File: src/rtl/y86_pkg.sv
// Shared Y86-64 register index constants for decode, pipeline registers and the register file.
package y86_pkg;

    localparam logic [3:0] RRAX  = 4'h0;
    localparam logic [3:0] RRCX  = 4'h1;
    localparam logic [3:0] RRDX  = 4'h2;
    localparam logic [3:0] RRBX  = 4'h3;
    localparam logic [3:0] RRSP  = 4'h4;
    localparam logic [3:0] RRBP  = 4'h5;
    localparam logic [3:0] RRSI  = 4'h6;
    localparam logic [3:0] RRDI  = 4'h7;
    localparam logic [3:0] RR8   = 4'h8;
    localparam logic [3:0] RR9   = 4'h9;
    localparam logic [3:0] RR10  = 4'hA;
    localparam logic [3:0] RR11  = 4'hB;
    localparam logic [3:0] RR12  = 4'hC;
    localparam logic [3:0] RR13  = 4'hD;
    localparam logic [3:0] RR14  = 4'hE;
    localparam logic [3:0] RNONE = 4'hF;

endpackage

File: src/rtl/y86_scoreboard.sv
// Per-register pending-write counters, decode stall generation and sticky underflow error.
module y86_scoreboard
    import y86_pkg::*;
#(
    parameter int NREGS  = 15,
    parameter int ADDR_W = 4,
    parameter int CNT_W  = 2
) (
    input  logic              clk,
    input  logic              rst_n,
    input  logic [ADDR_W-1:0] srcA,
    input  logic [ADDR_W-1:0] srcB,
    input  logic [ADDR_W-1:0] dstE,
    input  logic [ADDR_W-1:0] dstM,
    input  logic              iss_valid,
    input  logic [ADDR_W-1:0] iss_dstE,
    input  logic [ADDR_W-1:0] iss_dstM,
    output logic              stall,
    output logic              err
);
    localparam int unsigned NR = NREGS;
    localparam int unsigned EW = CNT_W + 2;
    localparam logic [EW-1:0] CMAX = EW'((1 << CNT_W) - 1);

    logic [CNT_W-1:0] cnt_q [NREGS];
    logic [CNT_W-1:0] cnt_d [NREGS];
    logic [EW-1:0]    dec   [NREGS];
    logic [EW-1:0]    inc   [NREGS];
    logic [EW-1:0]    post  [NREGS];
    logic             err_q, err_d;
    logic             pend, ovf;

    // post is the count after this cycle's writebacks, saturated at 0 on underflow
    always_comb begin
        err_d = err_q;
        pend  = 1'b0;
        ovf   = 1'b0;
        for (int unsigned r = 0; r < NR; r++) begin
            dec[r] = EW'(dstE == ADDR_W'(r)) + EW'(dstM == ADDR_W'(r));
            inc[r] = iss_valid ? EW'(iss_dstE == ADDR_W'(r)) + EW'(iss_dstM == ADDR_W'(r)) : '0;
            if (dec[r] > EW'(cnt_q[r])) begin
                post[r] = '0;
                err_d   = 1'b1;
            end else begin
                post[r] = EW'(cnt_q[r]) - dec[r];
            end
            if ((post[r] != '0) && ((srcA == ADDR_W'(r)) || (srcB == ADDR_W'(r))))
                pend = 1'b1;
            if ((post[r] + inc[r]) > CMAX)
                ovf = 1'b1;
        end
        stall = pend | ovf;
        for (int unsigned r = 0; r < NR; r++) begin
            cnt_d[r] = stall ? CNT_W'(post[r]) : CNT_W'(post[r] + inc[r]);
        end
    end

    always_ff @(posedge clk or negedge rst_n) begin
        if (!rst_n) begin
            err_q <= 1'b0;
            for (int unsigned r = 0; r < NR; r++) cnt_q[r] <= '0;
        end else begin
            err_q <= err_d;
            for (int unsigned r = 0; r < NR; r++) cnt_q[r] <= cnt_d[r];
        end
    end

    assign err = err_q;

endmodule

File: src/rtl/y86_regfile_sb.sv
// Y86-64 register file: two forwarding read ports, E/M write ports (M wins), debug port, scoreboard.
module y86_regfile_sb
    import y86_pkg::*;
#(
    parameter int DATA_W = 64,
    parameter int NREGS  = 15,
    parameter int ADDR_W = 4,
    parameter int CNT_W  = 2
) (
    input  logic              clk,
    input  logic              rst_n,
    input  logic [ADDR_W-1:0] srcA,
    input  logic [ADDR_W-1:0] srcB,
    output logic [DATA_W-1:0] valA,
    output logic [DATA_W-1:0] valB,
    input  logic [ADDR_W-1:0] dstE,
    input  logic [ADDR_W-1:0] dstM,
    input  logic [DATA_W-1:0] valE,
    input  logic [DATA_W-1:0] valM,
    input  logic              iss_valid,
    input  logic [ADDR_W-1:0] iss_dstE,
    input  logic [ADDR_W-1:0] iss_dstM,
    output logic              stall,
    output logic              err,
    input  logic [ADDR_W-1:0] dbg_sel,
    output logic [DATA_W-1:0] dbg_val
);
    localparam int unsigned NR = NREGS;

    logic [DATA_W-1:0] regs_q [NREGS];

    // an in-range source that matches a writeback port implies that port is in range too
    always_comb begin
        valA = '0;
        if (32'(srcA) < NR) begin
            if (srcA == dstM)      valA = valM;
            else if (srcA == dstE) valA = valE;
            else                   valA = regs_q[srcA];
        end
    end

    always_comb begin
        valB = '0;
        if (32'(srcB) < NR) begin
            if (srcB == dstM)      valB = valM;
            else if (srcB == dstE) valB = valE;
            else                   valB = regs_q[srcB];
        end
    end

    always_comb begin
        dbg_val = '0;
        if (32'(dbg_sel) < NR) dbg_val = regs_q[dbg_sel];
    end

    always_ff @(posedge clk or negedge rst_n) begin
        if (!rst_n) begin
            for (int unsigned r = 0; r < NR; r++) regs_q[r] <= '0;
        end else begin
            for (int unsigned r = 0; r < NR; r++) begin
                if (dstM == ADDR_W'(r))      regs_q[r] <= valM;
                else if (dstE == ADDR_W'(r)) regs_q[r] <= valE;
            end
        end
    end

    y86_scoreboard #(
        .NREGS  (NREGS),
        .ADDR_W (ADDR_W),
        .CNT_W  (CNT_W)
    ) u_sb (
        .clk       (clk),
        .rst_n     (rst_n),
        .srcA      (srcA),
        .srcB      (srcB),
        .dstE      (dstE),
        .dstM      (dstM),
        .iss_valid (iss_valid),
        .iss_dstE  (iss_dstE),
        .iss_dstM  (iss_dstM),
        .stall     (stall),
        .err       (err)
    );

endmodule
File: config.mk
export PLATFORM = sky130hd
export DESIGN_NAME = y86_regfile_sb
export DESIGN_NICKNAME = d
export VERILOG_FILES = /design/src/rtl/y86_pkg.sv /design/src/rtl/y86_scoreboard.sv /design/src/rtl/y86_regfile_sb.sv
export SDC_FILE = /design/constraint.sdc
export NUM_CORES = 2
export LEC_CHECK = 0
export CORE_AREA = 3 3 366 368
export CTS_CLUSTER_DIAMETER = 100
export DETAILED_ROUTE_END_ITERATION = 8
export DIE_AREA = 0 0 369 371
export PLACE_DENSITY_LB_ADDON = 0.12
export SLEW_MARGIN = 20
export SYNTH_ARGS = -nofsm -noshare
export SYNTH_HDL_FRONTEND = slang
export SYNTH_SLANG_ARGS = --single-unit
File: constraint.sdc
create_clock -name clk -period 9.8 [get_ports clk]
set_clock_uncertainty 0.1 [all_clocks]
set_input_delay 2.94 -clock clk [delete_from_list [all_inputs] [get_ports clk]]
set_output_delay 2.94 -clock clk [all_outputs]
set_load 0.01 [all_outputs]
After elaboration in Yosys (flattened, before gate mapping)
Index checks and enable logic that the tools add are counted.
- flip-flop bits (word level): 991
- output and inout bits: 194
- $add $sub $neg: 60
- muxes and demuxes: 136
- order comparisons: 36
- equality and inequality tests: 88
- bitwise gates (word level): 4
- reduce and logical (&&, ||, !) cells: 67
- operator list (operator ; count):
    two-way mux 64 bit ; 43
    binary-select mux 64 bit (select 4 bit) ; 3
    equality test 4 bit, second input constant ; 42
    two-way mux 4 bit ; 30
    equality test 4 x 3 -> 1 bit, second input constant ; 24
    adder 1 x 1 -> 2 bit ; 30
    adder 4 bit ; 15
    > comparator 4 x 2 -> 1 bit ; 15
    > comparator 4 x 2 -> 1 bit, second input constant ; 15
    nonzero test 4 bit ; 15
    subtractor 2 x 4 -> 4 bit ; 15
    equality test 4 x 2 -> 1 bit, second input constant ; 12
    two-way mux 1 bit ; 45
    two-way mux 2 bit ; 15
    nonzero test 2 bit ; 15
    equality test 4 x 1 -> 1 bit, second input constant ; 6
    logical NOT 4 bit ; 6
    equality test 4 bit ; 4
    greater-or-equal comparator 5 bit, second input constant ; 3
    logical AND 1 bit ; 15
    logical OR 1 bit ; 15
    NOT 4 -> 5 bit ; 3
    nonzero test 15 bit ; 1
    less-than comparator 4 bit, second input constant ; 3
    bitwise OR 1 bit ; 1

Longest topological paths before layout
- depth in word-level cells: 23
- mapped depth: 21

Cells and area by module
Synthesis repeated with hierarchy kept, for this count alone.
- cell total of the unflattened synthesis: 7438
- area, all modules: 74601.5 um^2
- modules (own cells, without submodules) (module ; cells an instance ; area an instance (um^2) ; instances ; sequential area each (um^2)):
    y86_regfile_sb ; 6994 ; 70391.3 ; 1 ; 24023.0
    y86_scoreboard ; 444 ; 4210.3 ; 1 ; 775.7

Least setup slack after synthesis
OpenSTA, ideal clock, no wires.
- path type: input port to output port
- start point: input dstM[2]
- end point: output stall
- data required time: 6760 ps
- arrival time: 7092 ps
- setup slack: -332 ps
- cell stages on the path: 16
- cell sequence: clkbuf_1 nand2b_1 nor2_1 buf_2 buf_1 ha_1 ha_1 inv_1 fa_1 nor2b_1 ha_1 fa_1 or4b_4 nor4_4 nand4_1 or4_1
- word-level cells in the longest chain between the ends: 22
- elaborated cells between the ends (all ways): 166
- classes of those cells: add/sub: 45; order compare: 30; eq/ne: 14; mux: 45; bitwise: 1; reduce/logical: 31
- ends and longest elaborated chain (element ; RTL line ; source):
    start, declared ; y86_regfile_sb.sv:17 ; input logic [ADDR_W-1:0] dstM,
    logical NOT 4 bit ; y86_scoreboard.sv:39 ; dec[r] = EW'(dstE == ADDR_W'(r)) + EW'(dstM == ADDR_W'(r));
    adder 1 x 1 -> 2 bit ; y86_scoreboard.sv:39 ;
    subtractor 2 x 4 -> 4 bit / > comparator 4 x 2 -> 1 bit (equally long branches) ; y86_scoreboard.sv:45, y86_scoreboard.sv:41 ;
    two-way mux 4 bit ; y86_scoreboard.sv:41 ; if (dec[r] > EW'(cnt_q[r])) begin
    adder 4 bit / nonzero test 4 bit (equally long branches) ; y86_scoreboard.sv:49, y86_scoreboard.sv:47 ;
    > comparator 4 x 2 -> 1 bit / logical AND 1 bit (equally long branches) ; y86_scoreboard.sv:49, y86_scoreboard.sv:47 ;
    two-way mux 1 bit (on tied branches) (15 in series) ; y86_scoreboard.sv:49, y86_scoreboard.sv:47 ;
    bitwise OR 1 bit (*) ; y86_scoreboard.sv:52 ; stall = pend | ovf;
    end, declared ; y86_regfile_sb.sv:23 ; output logic stall,
Every way passes the cells marked *; elsewhere a longest branch is shown, timed or not.

Final worst setup path
Ends and elaborated chain as after synthesis.

==> results.rst <==
.. list-table::
   :header-rows: 1

   * - Metric
     - Value
   * - Outcome
     - finished clean
   * - Part of the Yosys area used for sequential elements
     - 0.3389
   * - Most instantiated library cell after synthesis
     - sky130_fd_sc_hd__mux2i_1
   * - Length of routed met3 wiring
     - approximately 37 mm
   * - Per-cell via count in the routed design
     - between 7 and 8
   * - Reg-to-reg slack, setup
     - a little over 5 ns
   * - RSZ-0062 raised after global routing
     - no
   * - Final setup violating endpoints
     - 0
   * - Post-route cell area
     - 82,640 sq um
   * - Critical Path Start Type
     - input pin
   * - Critical path data arrival time
     - 6.64 ns
   * - Number of sinks handled by clock tree synthesis
     - approximately 990
   * - P&R area growth vs syn
     - 12.94%
   * - WL met2
     - between 100 and 150 mm
   * - Post-route antenna net violation count
     - 0
   * - Ranking of synthesized cells by instance count
     - sky130_fd_sc_hd__mux2i_1, sky130_fd_sc_hd__nand2_1, sky130_fd_sc_hd__o21ai_0
   * - DRT Wirelength
     - between 200 and 300 mm
   * - Top routing layer used
     - met5
   * - FFs w/ async S/R, synth
     - 1.000
   * - Total CTS buffers
     - between 100 and 150
   * - FILL cells
     - ~11,000
   * - Worst path required time
     - 6.76 ns
   * - Number of nets in the final layout
     - around 7,200
   * - Area of the core region
     - roughly 130,000 sq um
   * - IO Pins
     - 353
   * - Total negative setup slack
     - 0 ns
   * - Layout cell share with drive strength beyond 1
     - 0.1698
   * - Post-CTS clock slew at the launch and capture registers of the worst setup and hold paths
     - roughly 0.06 ns
   * - Slew of the pin with the lowest slew margin
     - approximately 1.3 ns
   * - Number of synthesized register bits
     - between 900 and 1,000
   * - Routed length on met1
     - roughly 110 mm
   * - Upper clock frequency limit
     - slightly above 100 MHz
   * - Via count of the first global-routing pass
     - 62,040
   * - Routed length per placed instance
     - roughly 33 um
   * - Reg-to-reg critical path startpoint
     - u_sb.cnt_q[20]
   * - Depth of the worst register-to-register path
     - 12
   * - Instance area after placement
     - a little under 80,000 sq um
   * - Largest incremental delay on the critical path
     - roughly 0.52 ns
   * - Hold Path Cell Cnt
     - 2
   * - Count of buffers inserted at the top-level ports
     - 352
   * - Effective utilization at floorplan
     - 0.5580
   * - Share of the clock period used by the worst path after layout
     - 0.9874
   * - Number of distinct standard cells referenced by the synthesized netlist
     - between 40 and 50
   * - Maximum fanout along the worst path
     - 4
   * - Hold Path Sink
     - regs_q[299]
   * - Aggregate global routing overflow
     - 0
   * - Fin. max-slew vios
     - 0
   * - Final HPWL from detailed placement
     - 164.9 mm
   * - Clock insertion delay at the later pin of the skew report
     - around 0.75 ns
   * - WP buf/inv
     - 4
   * - Row Count
     - between 100 and 150
   * - PD cells
     - 185.7 nW/um^2
   * - Master cell of the clock root buffer
     - sky130_fd_sc_hd__clkbuf_16
   * - P_leak
     - around 35 nW
   * - CTS Buffer Depth
     - 3
   * - Largest delay share family, worst path
     - simple AND/OR/NAND/NOR gates
   * - Cell with the largest stage delay on the worst path
     - sky130_fd_sc_hd__or4b_4
   * - Relative contribution of sequential cells to total power
     - 0.381
   * - Largest area contributor in the synthesized netlist
     - sky130_fd_sc_hd__dfrtp_1
   * - Final Hold Fails
     - 0
   * - Die Wd
     - between 300 and 400 um
   * - Max-slew headroom
     - 0.1400
   * - Share of Yosys cell area claimed by the top area cell type
     - 0.3389
   * - Die area
     - approximately 140,000 sq um
   * - First-pass DRT Iterations
     - 6
   * - Initial antenna violation count
     - 26
   * - Post-layout utilization of the core
     - 0.6302
   * - Hold/Removal Path Class
     - reg2reg
   * - Cells taking the most area after synthesis
     - sky130_fd_sc_hd__dfrtp_1, sky130_fd_sc_hd__mux4_2, sky130_fd_sc_hd__mux2i_1
   * - Cell with the most instances on the worst path
     - sky130_fd_sc_hd__ha_1
   * - Post-Synthesis Net Count
     - roughly 7,400
   * - Number of enable flip-flop cells after synthesis
     - 0
   * - First-pass GRT wire length
     - ~420 mm
   * - Synthesized instance count
     - around 7,100
   * - Mean post-synth cell area
     - around 10 sq um
   * - Series of cell instances along the critical path
     - buf_2 > nor2b_2 > nand2_2 > inv_6 > ha_1 > ha_1 > inv_1 > fa_1 > nor2b_1 > ha_1 > fa_1 > or4b_4 > nor4_4 > nand4_1 > or4_4 > buf_6
   * - Clock tree from TritonCTS
     - built
   * - Drt initial violations
     - about 8,500
   * - Pin count of the biggest net entering global routing
     - 165
   * - Combinational share of power
     - 0.327
   * - Clock Power Share
     - 0.292
   * - Category of the worst setup path capture point
     - output port
   * - Height of the die
     - 371 um
   * - R2r endpoint
     - u_sb.cnt_q[14]
   * - Sw frac
     - 0.3406
   * - Last weighted congestion value of the routability-driven placer
     - 0.8914
   * - Total DRC errors in the routed layout
     - 0
   * - CTS H-Tree Depth
     - 3
   * - Internal
     - slightly above 10 mW
   * - Total number of vias
     - about 63,000
   * - Leading register cell type out of synthesis
     - sky130_fd_sc_hd__dfrtp_1
   * - Net switching power of the design
     - 5.225 mW
   * - Synthesized area
     - ~73,000 sq um
   * - Shortest period the worst path allows
     - 9.677 ns
   * - Count of yosys warnings during synthesis
     - 0
   * - Launch instance of the worst min-delay path
     - regs_q[299]
   * - Max-cap violations
     - 0
   * - Largest vdd supply drop
     - roughly 0.14 mV
   * - Overall track demand over capacity in global routing
     - 0.4183
   * - Start-to-end type of the worst setup path
     - in2out
-- per-stage QoR --
step | total power [mW] | hold slack, ns | std cells | setup WS, ns
CTS | 15.23 | 0.4181 | 8806 | 0.004214
floorplan | 8.918 | 0.3771 | 7122 | 0.003737
global placement | 10.58 | 0.3907 | 8598 | -0.7949
detailed placement | 10.77 | 0.4058 | 8598 | -0.8460
finish | 15.34 | 0.4138 | 8836 | 0.1234
global route | 15.98 | 0.4394 | 8822 | 0.003370
-- flip-flops by register name, summed over array words and instances (netlist names) --
| signal | cells |
|---|---|
| u_sb.err | 1 |
| regs_q | 960 |
| u_sb.cnt_q | 30 |
-- logic make-up (layout without fill, tap and decap cells) --
group                      count (synthesis)  after routing  share of synthesized area
muxes                                   1871           1871                     0.3583
AOI/OAI and AO/OA                       1739           1739                     0.1471
and+or+nand+nor                         1377           1377                    0.07724
buffers and inverters                   1023            957                    0.05551
DFF                                      991            991                     0.3389
adders and majority gates                105            105                    0.02103
xor gates and xnor gates                  16             16                   0.001915
other                                      0             25                          0
-- power groups by stage --
stage | clock (mW) | combinational [mW] | sequential, mW
floorplan | 0 | 3.32 | 5.60
global placement | 0 | 4.81 | 5.77
detailed placement | 0 | 4.92 | 5.85
CTS | 4.50 | 4.95 | 5.79
global route | 4.65 | 5.38 | 5.95
finish | 4.48 | 5.02 | 5.84
-- final cells by class --
type	instances	area, sq um	area share
Antenna cell	25	62.56	0.0007570
Clock buffer	170	3405	0.04120
Inverter	99	406.6	0.004921
Sequential cell	991	24800	0.3001
Clock inverter	35	435.4	0.005269
Tap cell	1755	2196	0.02657
Timing Repair Buffer	653	6482	0.07844
Multi-Input combinational cell	5108	44850	0.5428
-- worst register-to-register path: cells and delay by family, from the launching register on --
| kind | cells | cell delay [ns] |
|---|---|---|
| buffers and inverters | 2 | 0.14 |
| DFF | 1 | 0.37 |
| and+or+nand+nor | 5 | 2.29 |
| muxes | 1 | 0.51 |
| adders and majority gates | 4 | 1.18 |
-- placed cells by master, fill, tap and decap left out, types with 23 or more instances in the layout --
master,Yosys,layout
sky130_fd_sc_hd__a221oi_1,128,128
sky130_fd_sc_hd__a22o_1,256,256
sky130_fd_sc_hd__and2_1,30,28
sky130_fd_sc_hd__buf_12,3,53
sky130_fd_sc_hd__buf_4,5,244
sky130_fd_sc_hd__clkbuf_1,680,23
sky130_fd_sc_hd__clkbuf_16,0,115
sky130_fd_sc_hd__clkbuf_8,0,32
sky130_fd_sc_hd__clkdlybuf4s50_1,0,334
sky130_fd_sc_hd__dfrtp_1,991,991
sky130_fd_sc_hd__diode_2,0,25
sky130_fd_sc_hd__fa_1,30,27
sky130_fd_sc_hd__ha_1,75,58
sky130_fd_sc_hd__inv_1,99,92
sky130_fd_sc_hd__mux2i_1,1260,1260
sky130_fd_sc_hd__mux4_2,590,590
sky130_fd_sc_hd__nand2_1,1189,1183
sky130_fd_sc_hd__o21ai_0,1155,1155
sky130_fd_sc_hd__o22ai_1,50,50
sky130_fd_sc_hd__o2bb2ai_1,128,128
-- what timing repair did --
item,in CTS,in global routing
pin swaps,9,4
resized for setup,48,30
buffers inserted,3,4
endpoints found under the setup margin,1,1
hold buffers,0,0
-- per-layer routing --
metal | up-vias | GRT usage
met3 | 1189 | 0.1181
li1 | 26080 | -
met2 | 4595 | 0.6205
met1 | 31540 | 0.5503
met4 | 12 | 0.2447
met5 | - | 0
-- how the worst max path moves through the flow --
stage                 start     to  slack, ns  cells past startpoint
floorplan           dstM[3]  stall      0.004                     16
global placement    dstM[0]  stall      -0.79                     16
detailed placement  dstM[0]  stall      -0.85                     16
CTS                 dstE[0]  stall      0.004                     16
global route        dstM[1]  stall      0.003                     16
finish              dstM[2]  stall       0.12                     16
Note: power is estimated with default switching activity, not from simulation.
